===== src/rtl/touch_key_debounce.sv =====
// Touch-key conditioner: 2-flop synchroniser, debounce FSM, press/release strobes and press counter.
// Define TOUCH_LONG_PRESS_EN to build the hold counter and long-press strobe.
module touch_key_debounce #(
  parameter int unsigned DEBOUNCE_CYCLES = 1_000_000,
  parameter int unsigned LONG_CYCLES     = 50_000_000,
  parameter int unsigned CNT_W           = 8
) (
  input  logic             sys_clk,
  input  logic             sys_rst,
  input  logic             touch_key,
  output logic             key_level,
  output logic             press_pulse,
  output logic             release_pulse,
  output logic             long_press_pulse,
  output logic [CNT_W-1:0] press_count
);

  localparam int unsigned DbW = $clog2(DEBOUNCE_CYCLES) + 1;

  if (DEBOUNCE_CYCLES < 2 || LONG_CYCLES < 2) begin : g_param_check
    $error("touch_key_debounce: DEBOUNCE_CYCLES and LONG_CYCLES must be >= 2");
  end

  typedef enum logic [1:0] {StIdle, StPressDb, StHeld, StRelDb} state_e;

  logic             s1_q, key_sync_q;
  state_e           state_q, state_d;
  logic [DbW-1:0]   db_cnt_q, db_cnt_d;
  logic             key_level_q, key_level_d;
  logic             press_pulse_q, press_pulse_d;
  logic             release_pulse_q, release_pulse_d;
  logic [CNT_W-1:0] press_count_q, press_count_d;

`ifdef TOUCH_LONG_PRESS_EN
  localparam int unsigned HoldW = $clog2(LONG_CYCLES) + 1;
  logic [HoldW-1:0] hold_cnt_q, hold_cnt_d;
  logic             long_press_pulse_q, long_press_pulse_d;
`endif

  always_comb begin
    state_d         = state_q;
    db_cnt_d        = db_cnt_q;
    key_level_d     = key_level_q;
    press_pulse_d   = 1'b0;
    release_pulse_d = 1'b0;
    press_count_d   = press_count_q;
    unique case (state_q)
      StIdle: begin
        if (key_sync_q) begin
          state_d  = StPressDb;
          db_cnt_d = DbW'(1);
        end
      end
      StPressDb: begin
        if (!key_sync_q) begin
          state_d  = StIdle;
          db_cnt_d = '0;
        end else if (db_cnt_q == DbW'(DEBOUNCE_CYCLES - 1)) begin
          state_d       = StHeld;
          key_level_d   = 1'b1;
          press_pulse_d = 1'b1;
          press_count_d = press_count_q + CNT_W'(1);
        end else begin
          db_cnt_d = db_cnt_q + DbW'(1);
        end
      end
      StHeld: begin
        if (!key_sync_q) begin
          state_d  = StRelDb;
          db_cnt_d = DbW'(1);
        end
      end
      StRelDb: begin
        // A bounce back to 1 resumes the hold without a new press or a hold restart.
        if (key_sync_q) begin
          state_d = StHeld;
        end else if (db_cnt_q == DbW'(DEBOUNCE_CYCLES - 1)) begin
          state_d         = StIdle;
          key_level_d     = 1'b0;
          release_pulse_d = 1'b1;
        end else begin
          db_cnt_d = db_cnt_q + DbW'(1);
        end
      end
      default: state_d = StIdle;
    endcase
  end

`ifdef TOUCH_LONG_PRESS_EN
  // Saturating at LONG_CYCLES makes the strobe fire at most once per press.
  always_comb begin
    hold_cnt_d         = hold_cnt_q;
    long_press_pulse_d = 1'b0;
    if (press_pulse_d) begin
      hold_cnt_d = '0;
    end else if ((state_q == StHeld || state_q == StRelDb) &&
                 hold_cnt_q != HoldW'(LONG_CYCLES)) begin
      hold_cnt_d         = hold_cnt_q + HoldW'(1);
      long_press_pulse_d = (hold_cnt_q == HoldW'(LONG_CYCLES - 1));
    end
  end
`endif

  always_ff @(posedge sys_clk or posedge sys_rst) begin
    if (sys_rst) begin
      s1_q            <= 1'b0;
      key_sync_q      <= 1'b0;
      state_q         <= StIdle;
      db_cnt_q        <= '0;
      key_level_q     <= 1'b0;
      press_pulse_q   <= 1'b0;
      release_pulse_q <= 1'b0;
      press_count_q   <= '0;
`ifdef TOUCH_LONG_PRESS_EN
      hold_cnt_q         <= '0;
      long_press_pulse_q <= 1'b0;
`endif
    end else begin
      s1_q            <= touch_key;
      key_sync_q      <= s1_q;
      state_q         <= state_d;
      db_cnt_q        <= db_cnt_d;
      key_level_q     <= key_level_d;
      press_pulse_q   <= press_pulse_d;
      release_pulse_q <= release_pulse_d;
      press_count_q   <= press_count_d;
`ifdef TOUCH_LONG_PRESS_EN
      hold_cnt_q         <= hold_cnt_d;
      long_press_pulse_q <= long_press_pulse_d;
`endif
    end
  end

  assign key_level     = key_level_q;
  assign press_pulse   = press_pulse_q;
  assign release_pulse = release_pulse_q;
  assign press_count   = press_count_q;
`ifdef TOUCH_LONG_PRESS_EN
  assign long_press_pulse = long_press_pulse_q;
`else
  assign long_press_pulse = 1'b0;
`endif

endmodule


===== config.mk =====
export PLATFORM = sky130hd
export DESIGN_NAME = touch_key_debounce
export DESIGN_NICKNAME = d
export VERILOG_FILES = /design/src/rtl/touch_key_debounce.sv
export SDC_FILE = /design/constraint.sdc
export NUM_CORES = 1
export LEC_CHECK = 0
export BUFFER_PORTS_ARGS = -buffer_cell sky130_fd_sc_hd__clkbuf_2
export CORE_MARGIN = 1.5
export CORE_UTILIZATION = 59
export DETAILED_ROUTE_END_ITERATION = 10
export MAX_ROUTING_LAYER = met4
export PLACE_DENSITY = 0.79
export SLEW_MARGIN = 10
export SYNTH_ARGS = -nofsm -noshare
export SYNTH_HDL_FRONTEND = slang
export SYNTH_SLANG_ARGS = --single-unit

===== constraint.sdc =====
create_clock -name sys_clk -period 2.4 [get_ports sys_clk]
set_input_delay 0.48 -clock sys_clk [delete_from_list [all_inputs] [get_ports sys_clk]]
set_output_delay 0.48 -clock sys_clk [all_outputs]
set_load 0.01 [all_outputs]

==> flow_results.xml, run 1 <==
<?xml version="1.0" encoding="UTF-8"?>
<metrics>
  <group name="status">
    <metric name="outcome" unit="">finished, final reports clean</metric>
  </group>
  <group name="place">
    <metric name="place.gp.congestion" unit="">0.925</metric>
    <metric name="post_placement_cell_area" unit="um2">2000</metric>
    <metric name="place.detailed.instances" unit="">249</metric>
    <metric name="io_buffers" unit="">13</metric>
    <metric name="pre_cts_ws" unit="ps">290</metric>
    <metric name="dp.final_hpwl" unit="mm">2.91</metric>
  </group>
  <group name="synth">
    <metric name="synth_most_common_cell" unit="">dfrtp_1</metric>
    <metric name="syn-instance-count" unit="">198</metric>
    <metric name="post_synth_instance_area" unit="um2">1910</metric>
    <metric name="yosys-top-cells-count" unit="">dfrtp_1 (36), nand2_1 (20), nor2_1 (18)</metric>
    <metric name="synth.top_cells.by_area" unit="">dfrtp_1 (47%), xor2_1 (4.6%), xnor2_1 (4.1%), nand2_1 (3.9%), nand4_1 (3.9%)</metric>
    <metric name="syn-num-nets" unit="">203</metric>
    <metric name="synth-main-ff-cell" unit="">dfrtp_1</metric>
    <metric name="yosys_warns" unit="">0</metric>
    <metric name="synth_sequential_area_ratio" unit="%">47.2</metric>
    <metric name="synth_top_area_cell" unit="">dfrtp_1</metric>
    <metric name="synthesis_stage_register_bit_count" unit="">36</metric>
    <metric name="synth_edf_count" unit="">0</metric>
    <metric name="synth.avg_cell_area" unit="um2">9.65</metric>
    <metric name="post-synth-top-area-fraction" unit="%">47.2</metric>
    <metric name="fraction_of_synthesis_flops_using_an_asynchronous_set_or_reset_pin" unit="%">100</metric>
    <metric name="yosys.cell_types.count" unit="">42</metric>
  </group>
  <group name="clocking">
    <metric name="cts-root-to-sink-buffers" unit="">2</metric>
    <metric name="hold_buffers" unit="">0</metric>
    <metric name="tritoncts" unit="">built</metric>
    <metric name="cts.htree.levels" unit="">2</metric>
    <metric name="numClockSinks" unit="">36</metric>
    <metric name="clock_transition_at_the_registers_of_the_reported_paths" unit="ps">110</metric>
    <metric name="cts-buffers-inserted" unit="">5</metric>
    <metric name="post_cts_resized" unit="">0</metric>
    <metric name="clockRootBuffer" unit="">clkbuf_4</metric>
    <metric name="clk-insertion-delay-late" unit="ps">350</metric>
    <metric name="post_cts_buffers" unit="">0</metric>
  </group>
  <group name="drt">
    <metric name="avgRoutedWirePerCell" unit="um">15.3</metric>
    <metric name="drt-vias-per-instance" unit="">6.04</metric>
    <metric name="via_count" unit="">1551</metric>
    <metric name="drtAntennaViolNets" unit="">0</metric>
    <metric name="detailedRoute.firstPassIterationCount" unit="">4</metric>
    <metric name="routed_wirelength" unit="mm">3.94</metric>
    <metric name="drt_iter0_drc" unit="">82</metric>
    <metric name="detail_route.drc_violations" unit="">0</metric>
  </group>
  <group name="finish">
    <metric name="insertedDiodeCount" unit="">0</metric>
    <metric name="number_of_inserted_filler_cells_in_the_final_layout" unit="">261</metric>
    <metric name="finish.net_count" unit="">217</metric>
    <metric name="instances_no_fill" unit="">257</metric>
    <metric name="flow.area_growth_from_synthesis" unit="%">7.99</metric>
    <metric name="layout-drive-gt1-share" unit="%">15.5</metric>
    <metric name="final_area" unit="um2">2060</metric>
  </group>
  <group name="sta">
    <metric name="fin_crit_sh" unit="%">90.4</metric>
    <metric name="rsz0062_at_grt" unit="">false</metric>
    <metric name="worst_clock_skew" unit="ps">16.1</metric>
    <metric name="minimum_period_implied_by_the_final_worst_setup_slack" unit="ps">2170</metric>
    <metric name="achievable-frequency" unit="MHz">461</metric>
    <metric name="final-hold-violation-count" unit="">0</metric>
    <metric name="finalSetupViolCount" unit="">0</metric>
    <metric name="setup_slack" unit="ps">231</metric>
    <metric name="slew-limit-headroom" unit="%">63.3</metric>
    <metric name="final.setup.tns" unit="ps">0</metric>
    <metric name="final_max_slew_viol_count" unit="">0</metric>
    <metric name="worstMarginPinSlew" unit="ps">550</metric>
  </group>
  <group name="setup_path">
    <metric name="worst_path_maximum_fanout" unit="">8</metric>
    <metric name="crit_end" unit="">press_count[5]</metric>
    <metric name="timing.critical_path.from_type" unit="">flip-flop</metric>
    <metric name="type_of_element_capturing_the_critical_path" unit="">flip-flop</metric>
    <metric name="crit_type" unit="">flip-flop to flip-flop</metric>
    <metric name="cp-startpoint" unit="">db_cnt_q[0]</metric>
    <metric name="rr_startpoint" unit="">db_cnt_q[0]</metric>
    <metric name="crit_arrival" unit="ps">2440</metric>
    <metric name="worst-r2r-setup-slack" unit="ps">230</metric>
    <metric name="worst-r2r-cell-count" unit="">6</metric>
    <metric name="regToRegEndpoint" unit="">press_count[5]</metric>
    <metric name="critical_path_required" unit="ps">2670</metric>
  </group>
  <group name="die">
    <metric name="core_region_area" unit="um2">3050</metric>
    <metric name="die_area" unit="um2">3590</metric>
    <metric name="fp-row-count" unit="">20</metric>
    <metric name="start_util" unit="%">62.6</metric>
    <metric name="die_h" unit="um">59.9</metric>
    <metric name="io-pin-count" unit="">15</metric>
    <metric name="horizontal_die_dimension" unit="um">59.9</metric>
  </group>
  <group name="grt">
    <metric name="grt_max_degree" unit="">23</metric>
    <metric name="grt_pass1_wl" unit="mm">6.69</metric>
    <metric name="number_of_antenna_violations_at_the_first_check_in_global_routing" unit="">0</metric>
    <metric name="first_global_vias" unit="">1475</metric>
    <metric name="grt_remaining_overflow" unit="">0</metric>
    <metric name="grt_usage" unit="%">26.3</metric>
  </group>
  <group name="run">
    <metric name="drv_cap" unit="">0</metric>
  </group>
  <group name="power">
    <metric name="report.power.total" unit="mW">1.02</metric>
    <metric name="cellPowerDensity" unit="nW/um2">496</metric>
    <metric name="ir_drop" unit="uV">407</metric>
    <metric name="leakagePower" unit="nW">0.879</metric>
  </group>
  <group name="hold_path">
    <metric name="hp-class" unit="">input port to asynchronous set/reset pin</metric>
  </group>
</metrics>
[layout by cell type (no fill, tap or decap), types with 4 or more instances in the layout]
cell type   n
dfrtp_1    36
xnor2_1     9
nand3_1     9
xor2_1     10
clkbuf_4    5
nor4_1      6
nor3_1      5
a31oi_1     6
nand2_1    20
inv_1       6
nor2_1     18
nand4_1    12
a21oi_1     5
buf_4       5
o21ai_0    10
nor4b_1     4
clkbuf_2   13
[layout make-up]
cell class | instances | area (um2) | share of cell area [%]
well taps | 44 | 55.1 | 2.67
clock buffers | 8 | 58.8 | 2.85
inverters | 6 | 22.5 | 1.09
repair buffers | 18 | 103 | 4.97
multi-input cells | 145 | 923 | 44.8
flip-flops and latches | 36 | 901 | 43.7
[critical path, cell delays in order, from the launching register on]
cell	delay, ps
dfrtp_1	500
ha_1	300
nand2_1	100
or3_4	400
or2_1	330
nor4_4	290
xnor2_1	170
[power breakdown]
group,internal (mW),switching (mW)
combinational,0.0171,0.0416
sequential,0.613,0.0126
clock,0.144,0.194
total,0.774,0.248
[layer usage]
| layer | global-route usage (%) | routed length [um] | share of wire [%] |
|---|---|---|---|
| met4 | 10.5 | 84 | 2.1 |
| met5 | - | 0 | 0 |
| met2 | 40.4 | 1860 | 47 |
| met1 | 33.2 | 1790 | 45 |
| met3 | 6.93 | 208 | 5.3 |
[worst min-delay path by stage]
stage                 start              to  slack (ps)  cells after the start
finish              sys_rst  press_count[5]         140                      2
global route        sys_rst  press_count[3]         190                      2
CTS                 sys_rst  press_count[5]         170                      2
detailed placement     s1_q      key_sync_q         370                      0
global placement       s1_q      key_sync_q         340                      0
floorplan              s1_q      key_sync_q         330                      0
[cell families after synthesis]
family | Yosys count | share of synthesized area, %
other cells | 1 | 0.196
flops | 36 | 47.2
simple gates | 88 | 25.3
buf+inv | 17 | 4.52
fa+ha+maj | 2 | 1.31
compound gates | 33 | 11.7
mux | 2 | 1.18
xor+xnor | 19 | 8.71
[state kept, by name, indices dropped and copies added (netlist names), named ones only]
register / flops
db_cnt_q: 21
key_level: 1
key_sync_q: 1
press_count: 8
press_pulse: 1
release_pulse: 1
s1_q: 1
state_q: 1
[stage by stage]
step / hold slack (ps) / utilization (%)
after CTS: 169 / 67.6
after detailed placement: 373 / 65.7
after global placement: 337 / 65.7
final: 137 / 67.6
after global routing: 190 / 67.6
after floorplan: 331 / -
No activity file was read; power rests on OpenSTA's default activity.
==> run 2: changes to the inputs <==
CORE_MARGIN = 5   (was 1.5)
==> flow_results.xml, run 2 (synthesized netlist as in run 1, its figures left out) <==
<?xml version="1.0" encoding="UTF-8"?>
<metrics>
  <group name="die">
    <metric name="die_area" unit="um2">4480</metric>
    <metric name="fp-row-count" unit="">20</metric>
    <metric name="io-pin-count" unit="">15</metric>
    <metric name="core_region_area" unit="um2">3080</metric>
    <metric name="horizontal_die_dimension" unit="um">66.9</metric>
    <metric name="start_util" unit="%">62.1</metric>
    <metric name="die_h" unit="um">66.9</metric>
  </group>
  <group name="finish">
    <metric name="layout-drive-gt1-share" unit="%">15.6</metric>
    <metric name="registers.top_by_ff_count" unit="">db_cnt_q</metric>
    <metric name="instances_no_fill" unit="">256</metric>
    <metric name="area_of_the_multi_input_gates" unit="um2">923</metric>
    <metric name="leading_cell_types_in_the_layout_fill_and_taps_excluded" unit="">dfrtp_1 (36), nand2_1 (20), nor2_1 (18)</metric>
    <metric name="finish.net_count" unit="">216</metric>
    <metric name="number_of_inserted_filler_cells_in_the_final_layout" unit="">244</metric>
    <metric name="finalCoreUtilization" unit="%">66.9</metric>
    <metric name="layout_commonest_cell" unit="">dfrtp_1</metric>
    <metric name="insertedDiodeCount" unit="">0</metric>
    <metric name="largest_register_ff_count" unit="">21</metric>
    <metric name="flow.area_growth_from_synthesis" unit="%">7.79</metric>
    <metric name="regArea" unit="um2">901</metric>
  </group>
  <group name="grt">
    <metric name="grt_remaining_overflow" unit="">0</metric>
    <metric name="number_of_antenna_violations_at_the_first_check_in_global_routing" unit="">0</metric>
    <metric name="first_global_vias" unit="">1447</metric>
    <metric name="grt_pass1_wl" unit="mm">6.57</metric>
    <metric name="grt_usage" unit="%">20.0</metric>
    <metric name="grt_max_degree" unit="">37</metric>
  </group>
  <group name="sta">
    <metric name="fin_crit_sh" unit="%">89.1</metric>
    <metric name="fin_hold_ws" unit="ps">187</metric>
    <metric name="slew-limit-headroom" unit="%">66.6</metric>
    <metric name="finalSetupViolCount" unit="">0</metric>
    <metric name="worstMarginPinSlew" unit="ps">501</metric>
    <metric name="final_max_slew_viol_count" unit="">0</metric>
    <metric name="final-hold-violation-count" unit="">0</metric>
    <metric name="minimum_period_implied_by_the_final_worst_setup_slack" unit="ps">2140</metric>
    <metric name="worst_clock_skew" unit="ps">21.2</metric>
    <metric name="achievable-frequency" unit="MHz">468</metric>
    <metric name="rsz0062_at_grt" unit="">false</metric>
    <metric name="final.setup.tns" unit="ps">0</metric>
  </group>
  <group name="drt">
    <metric name="detailedRoute.firstPassIterationCount" unit="">4</metric>
    <metric name="drtAntennaViolNets" unit="">0</metric>
    <metric name="detail_route.drc_violations" unit="">0</metric>
    <metric name="drt-vias-per-instance" unit="">6.03</metric>
    <metric name="avgRoutedWirePerCell" unit="um">14.9</metric>
    <metric name="drt_iter0_drc" unit="">95</metric>
    <metric name="routed_wirelength" unit="mm">3.83</metric>
    <metric name="via_count" unit="">1544</metric>
  </group>
  <group name="clocking">
    <metric name="post_cts_buffers" unit="">0</metric>
    <metric name="hold_buffers" unit="">0</metric>
    <metric name="cts-buffers-inserted" unit="">5</metric>
    <metric name="clockRootBuffer" unit="">clkbuf_4</metric>
    <metric name="cts.htree.levels" unit="">2</metric>
    <metric name="cts-root-to-sink-buffers" unit="">2</metric>
    <metric name="clk-insertion-delay-late" unit="ps">350</metric>
    <metric name="clock_transition_at_the_registers_of_the_reported_paths" unit="ps">110</metric>
    <metric name="tritoncts" unit="">built</metric>
    <metric name="numClockSinks" unit="">36</metric>
    <metric name="post_cts_resized" unit="">0</metric>
  </group>
  <group name="hold_path">
    <metric name="hp-class" unit="">input port to asynchronous set/reset pin</metric>
  </group>
  <group name="power">
    <metric name="report.power.total" unit="mW">1.02</metric>
    <metric name="ir_drop" unit="uV">345</metric>
    <metric name="cellPowerDensity" unit="nW/um2">496</metric>
    <metric name="leakagePower" unit="nW">0.873</metric>
  </group>
  <group name="status">
    <metric name="outcome" unit="">finished, final reports clean</metric>
  </group>
  <group name="setup_path">
    <metric name="critical_path_required" unit="ps">2640</metric>
    <metric name="worst-r2r-setup-slack" unit="ps">260</metric>
    <metric name="crit_type" unit="">flip-flop to flip-flop</metric>
    <metric name="timing.critical_path.from_type" unit="">flip-flop</metric>
    <metric name="type_of_element_capturing_the_critical_path" unit="">flip-flop</metric>
    <metric name="crit_arrival" unit="ps">2370</metric>
    <metric name="worst_path_maximum_fanout" unit="">8</metric>
  </group>
  <group name="place">
    <metric name="place.detailed.instances" unit="">248</metric>
    <metric name="place.gp.congestion" unit="">0.909</metric>
    <metric name="io_buffers" unit="">13</metric>
    <metric name="dp.final_hpwl" unit="mm">2.69</metric>
  </group>
  <group name="run">
    <metric name="drv_cap" unit="">0</metric>
  </group>
</metrics>
[run 2: changes by cell type in the layout (fill, tap and decap cells not counted)]
cell,change
clkinvlp_4,+1
buf_4,-1
clkbuf_1,-1
[run 2: per-layer routing]
| metal | track usage [%] | wire length [um] | vias up |
|---|---|---|---|
| met5 | - | 0 | - |
| met2 | 30.7 | 1830 | 64 |
| met3 | 5.23 | 266 | 8 |
| met4 | 7.85 | 52 | 0 |
| li1 | - | - | 737 |
| met1 | 25.2 | 1680 | 735 |
[run 2: area by class of cell]
type,count,share of cell area (%)
multi-input cells,145,44.8
repair buffers,17,4.62
clock buffers,7,2.67
well taps,44,2.67
clock inverters,1,0.365
inverters,6,1.09
flip-flops and latches,36,43.7
[run 2: per-stage QoR]
step,worst slack [ps],area (um2)
floorplan,441,1910
global placement,360,2000
detailed placement,291,2000
CTS,267,2060
global route,126,2060
finish,262,2060
[run 2: path summary, 6_finish.rpt]
kind | start | end | cells past startpoint
max reg2reg | db_cnt_q[0] | press_count[1] | 5
max | db_cnt_q[0] | press_count[1] | 5
min in group sys_clk | touch_key | s1_q | 1
min | sys_rst | db_cnt_q[7] | 3
max in group asynchronous | sys_rst | db_cnt_q[17] | 3
min reg2reg | s1_q | key_sync_q | 0
[run 2: worst max-delay path: stages (launching register included)]
cell     delay, ps
dfrtp_1        480
ha_1           280
nand2_1        100
or3_4          410
nor3_2         380
mux2_2         380
[run 2: report_power, final]
group / total (mW) / switching (mW) / internal, mW
clock: 0.340 / 0.197 / 0.143
sequential: 0.625 / 0.0122 / 0.613
combinational: 0.0566 / 0.0397 / 0.0169
total: 1.02 / 0.249 / 0.773
==> run 3: changes to the inputs <==
CELL_PAD_IN_SITES_DETAIL_PLACEMENT = 1   (was not set)
CELL_PAD_IN_SITES_GLOBAL_PLACEMENT = 1   (was not set)
CORE_UTILIZATION = 46   (was 59)
PLACE_DENSITY = not set   (was 0.79)
PLACE_DENSITY_LB_ADDON = 0.1   (was not set)
==> flow_results.xml, run 3 (synthesized netlist as in run 1, its figures left out) <==
<?xml version="1.0" encoding="UTF-8"?>
<metrics>
  <group name="finish">
    <metric name="layout_commonest_cell" unit="">dfrtp_1</metric>
    <metric name="finalCoreUtilization" unit="%">53.3</metric>
    <metric name="leading_cell_types_in_the_layout_fill_and_taps_excluded" unit="">dfrtp_1 (36), nand2_1 (20), nor2_1 (18)</metric>
    <metric name="flow.area_growth_from_synthesis" unit="%">11.6</metric>
    <metric name="insertedDiodeCount" unit="">0</metric>
    <metric name="registers.top_by_ff_count" unit="">db_cnt_q</metric>
    <metric name="instances_no_fill" unit="">265</metric>
    <metric name="largest_register_ff_count" unit="">21</metric>
    <metric name="finish.net_count" unit="">219</metric>
    <metric name="layout-drive-gt1-share" unit="%">17.2</metric>
  </group>
  <group name="clocking">
    <metric name="tritoncts" unit="">built</metric>
    <metric name="hold_buffers" unit="">0</metric>
    <metric name="cts.htree.levels" unit="">2</metric>
    <metric name="clock_transition_at_the_registers_of_the_reported_paths" unit="ps">70</metric>
    <metric name="clockRootBuffer" unit="">clkbuf_8</metric>
    <metric name="numClockSinks" unit="">36</metric>
    <metric name="cts-buffers-inserted" unit="">5</metric>
    <metric name="post_cts_buffers" unit="">0</metric>
    <metric name="post_cts_resized" unit="">0</metric>
    <metric name="cts-root-to-sink-buffers" unit="">2</metric>
    <metric name="clk-insertion-delay-late" unit="ps">290</metric>
  </group>
  <group name="power">
    <metric name="power_frac_seq" unit="%">54.4</metric>
    <metric name="report.power.total" unit="mW">1.14</metric>
    <metric name="cellPowerDensity" unit="nW/um2">536</metric>
    <metric name="cellInternalPower" unit="mW">0.866</metric>
    <metric name="combPwrFrac" unit="%">6.2</metric>
    <metric name="p_switching" unit="mW">0.278</metric>
    <metric name="clkPwrFrac" unit="%">39.4</metric>
    <metric name="leakagePower" unit="nW">0.911</metric>
    <metric name="power.share.switching" unit="%">24.3</metric>
    <metric name="ir_drop" unit="uV">316</metric>
  </group>
  <group name="grt">
    <metric name="grt_usage" unit="%">19.6</metric>
    <metric name="grt_pass1_wl" unit="mm">7.94</metric>
    <metric name="grt_max_degree" unit="">22</metric>
    <metric name="grt_remaining_overflow" unit="">0</metric>
    <metric name="first_global_vias" unit="">1576</metric>
    <metric name="number_of_antenna_violations_at_the_first_check_in_global_routing" unit="">0</metric>
  </group>
  <group name="die">
    <metric name="io-pin-count" unit="">15</metric>
    <metric name="die_h" unit="um">74.4</metric>
    <metric name="core_region_area" unit="um2">4000</metric>
    <metric name="die_area" unit="um2">5540</metric>
    <metric name="fp-row-count" unit="">23</metric>
    <metric name="start_util" unit="%">47.8</metric>
    <metric name="horizontal_die_dimension" unit="um">74.4</metric>
  </group>
  <group name="setup_path">
    <metric name="worst-r2r-setup-slack" unit="ps">330</metric>
    <metric name="critical_path_required" unit="ps">2580</metric>
    <metric name="worst-r2r-cell-count" unit="">5</metric>
    <metric name="type_of_element_capturing_the_critical_path" unit="">flip-flop</metric>
    <metric name="regToRegEndpoint" unit="">press_count[1]</metric>
    <metric name="crit_type" unit="">flip-flop to flip-flop</metric>
    <metric name="crit_arrival" unit="ps">2250</metric>
    <metric name="worst_path_maximum_fanout" unit="">6</metric>
    <metric name="rr_startpoint" unit="">db_cnt_q[1]</metric>
    <metric name="timing.critical_path.from_type" unit="">flip-flop</metric>
  </group>
  <group name="sta">
    <metric name="rsz0062_at_grt" unit="">false</metric>
    <metric name="final_max_slew_viol_count" unit="">0</metric>
    <metric name="setup_slack" unit="ps">330</metric>
    <metric name="final-hold-violation-count" unit="">0</metric>
    <metric name="slew-limit-headroom" unit="%">55.2</metric>
    <metric name="minimum_period_implied_by_the_final_worst_setup_slack" unit="ps">2070</metric>
    <metric name="final.setup.tns" unit="ps">0</metric>
    <metric name="finalSetupViolCount" unit="">0</metric>
    <metric name="fin_crit_sh" unit="%">86.3</metric>
    <metric name="achievable-frequency" unit="MHz">483</metric>
    <metric name="worstMarginPinSlew" unit="ps">672</metric>
    <metric name="worst_clock_skew" unit="ps">6.34</metric>
  </group>
  <group name="place">
    <metric name="dp.final_hpwl" unit="mm">3.41</metric>
    <metric name="place.detailed.instances" unit="">257</metric>
    <metric name="place.gp.congestion" unit="">0.803</metric>
    <metric name="pre_cts_ws" unit="ps">351</metric>
    <metric name="io_buffers" unit="">13</metric>
  </group>
  <group name="drt">
    <metric name="routed_wirelength" unit="mm">4.67</metric>
    <metric name="drt-vias-per-instance" unit="">5.82</metric>
    <metric name="detailedRoute.firstPassIterationCount" unit="">4</metric>
    <metric name="detail_route.drc_violations" unit="">0</metric>
    <metric name="via_count" unit="">1541</metric>
    <metric name="drt_iter0_drc" unit="">105</metric>
    <metric name="drtAntennaViolNets" unit="">0</metric>
    <metric name="avgRoutedWirePerCell" unit="um">17.6</metric>
  </group>
  <group name="hold_path">
    <metric name="hp-class" unit="">input port to asynchronous set/reset pin</metric>
  </group>
  <group name="status">
    <metric name="outcome" unit="">finished, final reports clean</metric>
  </group>
  <group name="run">
    <metric name="drv_cap" unit="">0</metric>
  </group>
</metrics>
==> run 3: how the worst max path moves through the flow <==
stage | startpoint | end | cells past startpoint
final | db_cnt_q[1] | press_count[1] | 5
after global placement | db_cnt_q[1] | press_count[1] | 5
after CTS | db_cnt_q[1] | press_count[1] | 5
after global routing | db_cnt_q[1] | press_count[1] | 5
after detailed placement | db_cnt_q[1] | press_count[1] | 5
after floorplan | db_cnt_q[0] | press_count[5] | 7
==> run 3: layer usage <==
layer  GRT usage (%)  wire length (um)
met5               -                 0
met4            5.34                50
met3            4.05               170
met2            30.0              2230
met1            26.3              2210
==> run 3: power groups by stage <==
stage	sequential [mW]	clock (mW)	combinational [mW]
3_3_place_gp	0.633	0	0.0697
2_1_floorplan	0.632	0	0.0467
4_1_cts	0.622	0.462	0.0717
3_5_place_dp	0.634	0	0.0709
6_report	0.622	0.450	0.0708
5_1_grt	0.623	0.492	0.0812
==> run 3: metrics by stage <==
step	hold WS, ps	instance area (um2)
floorplan	331	1910
global placement	338	2040
detailed placement	337	2040
CTS	285	2130
global route	290	2130
finish	261	2130
==> run 3: layout make-up <==
cell class | count | area, um2
Fill cell | 469 | 1870
Inverter | 6 | 22.5
Clock buffer | 6 | 82.6
Clock inverter | 2 | 10.0
Tap cell | 50 | 62.6
Sequential cell | 36 | 901
Multi-Input combinational cell | 145 | 923
Timing Repair Buffer | 20 | 130
==> run 3: critical path: stages (launching register included) <==
cell and delay [ps]:
dfrtp_1 420, ha_1 280, nand2_1 100, or3_4 410
nor3_2 380, mux2_2 380
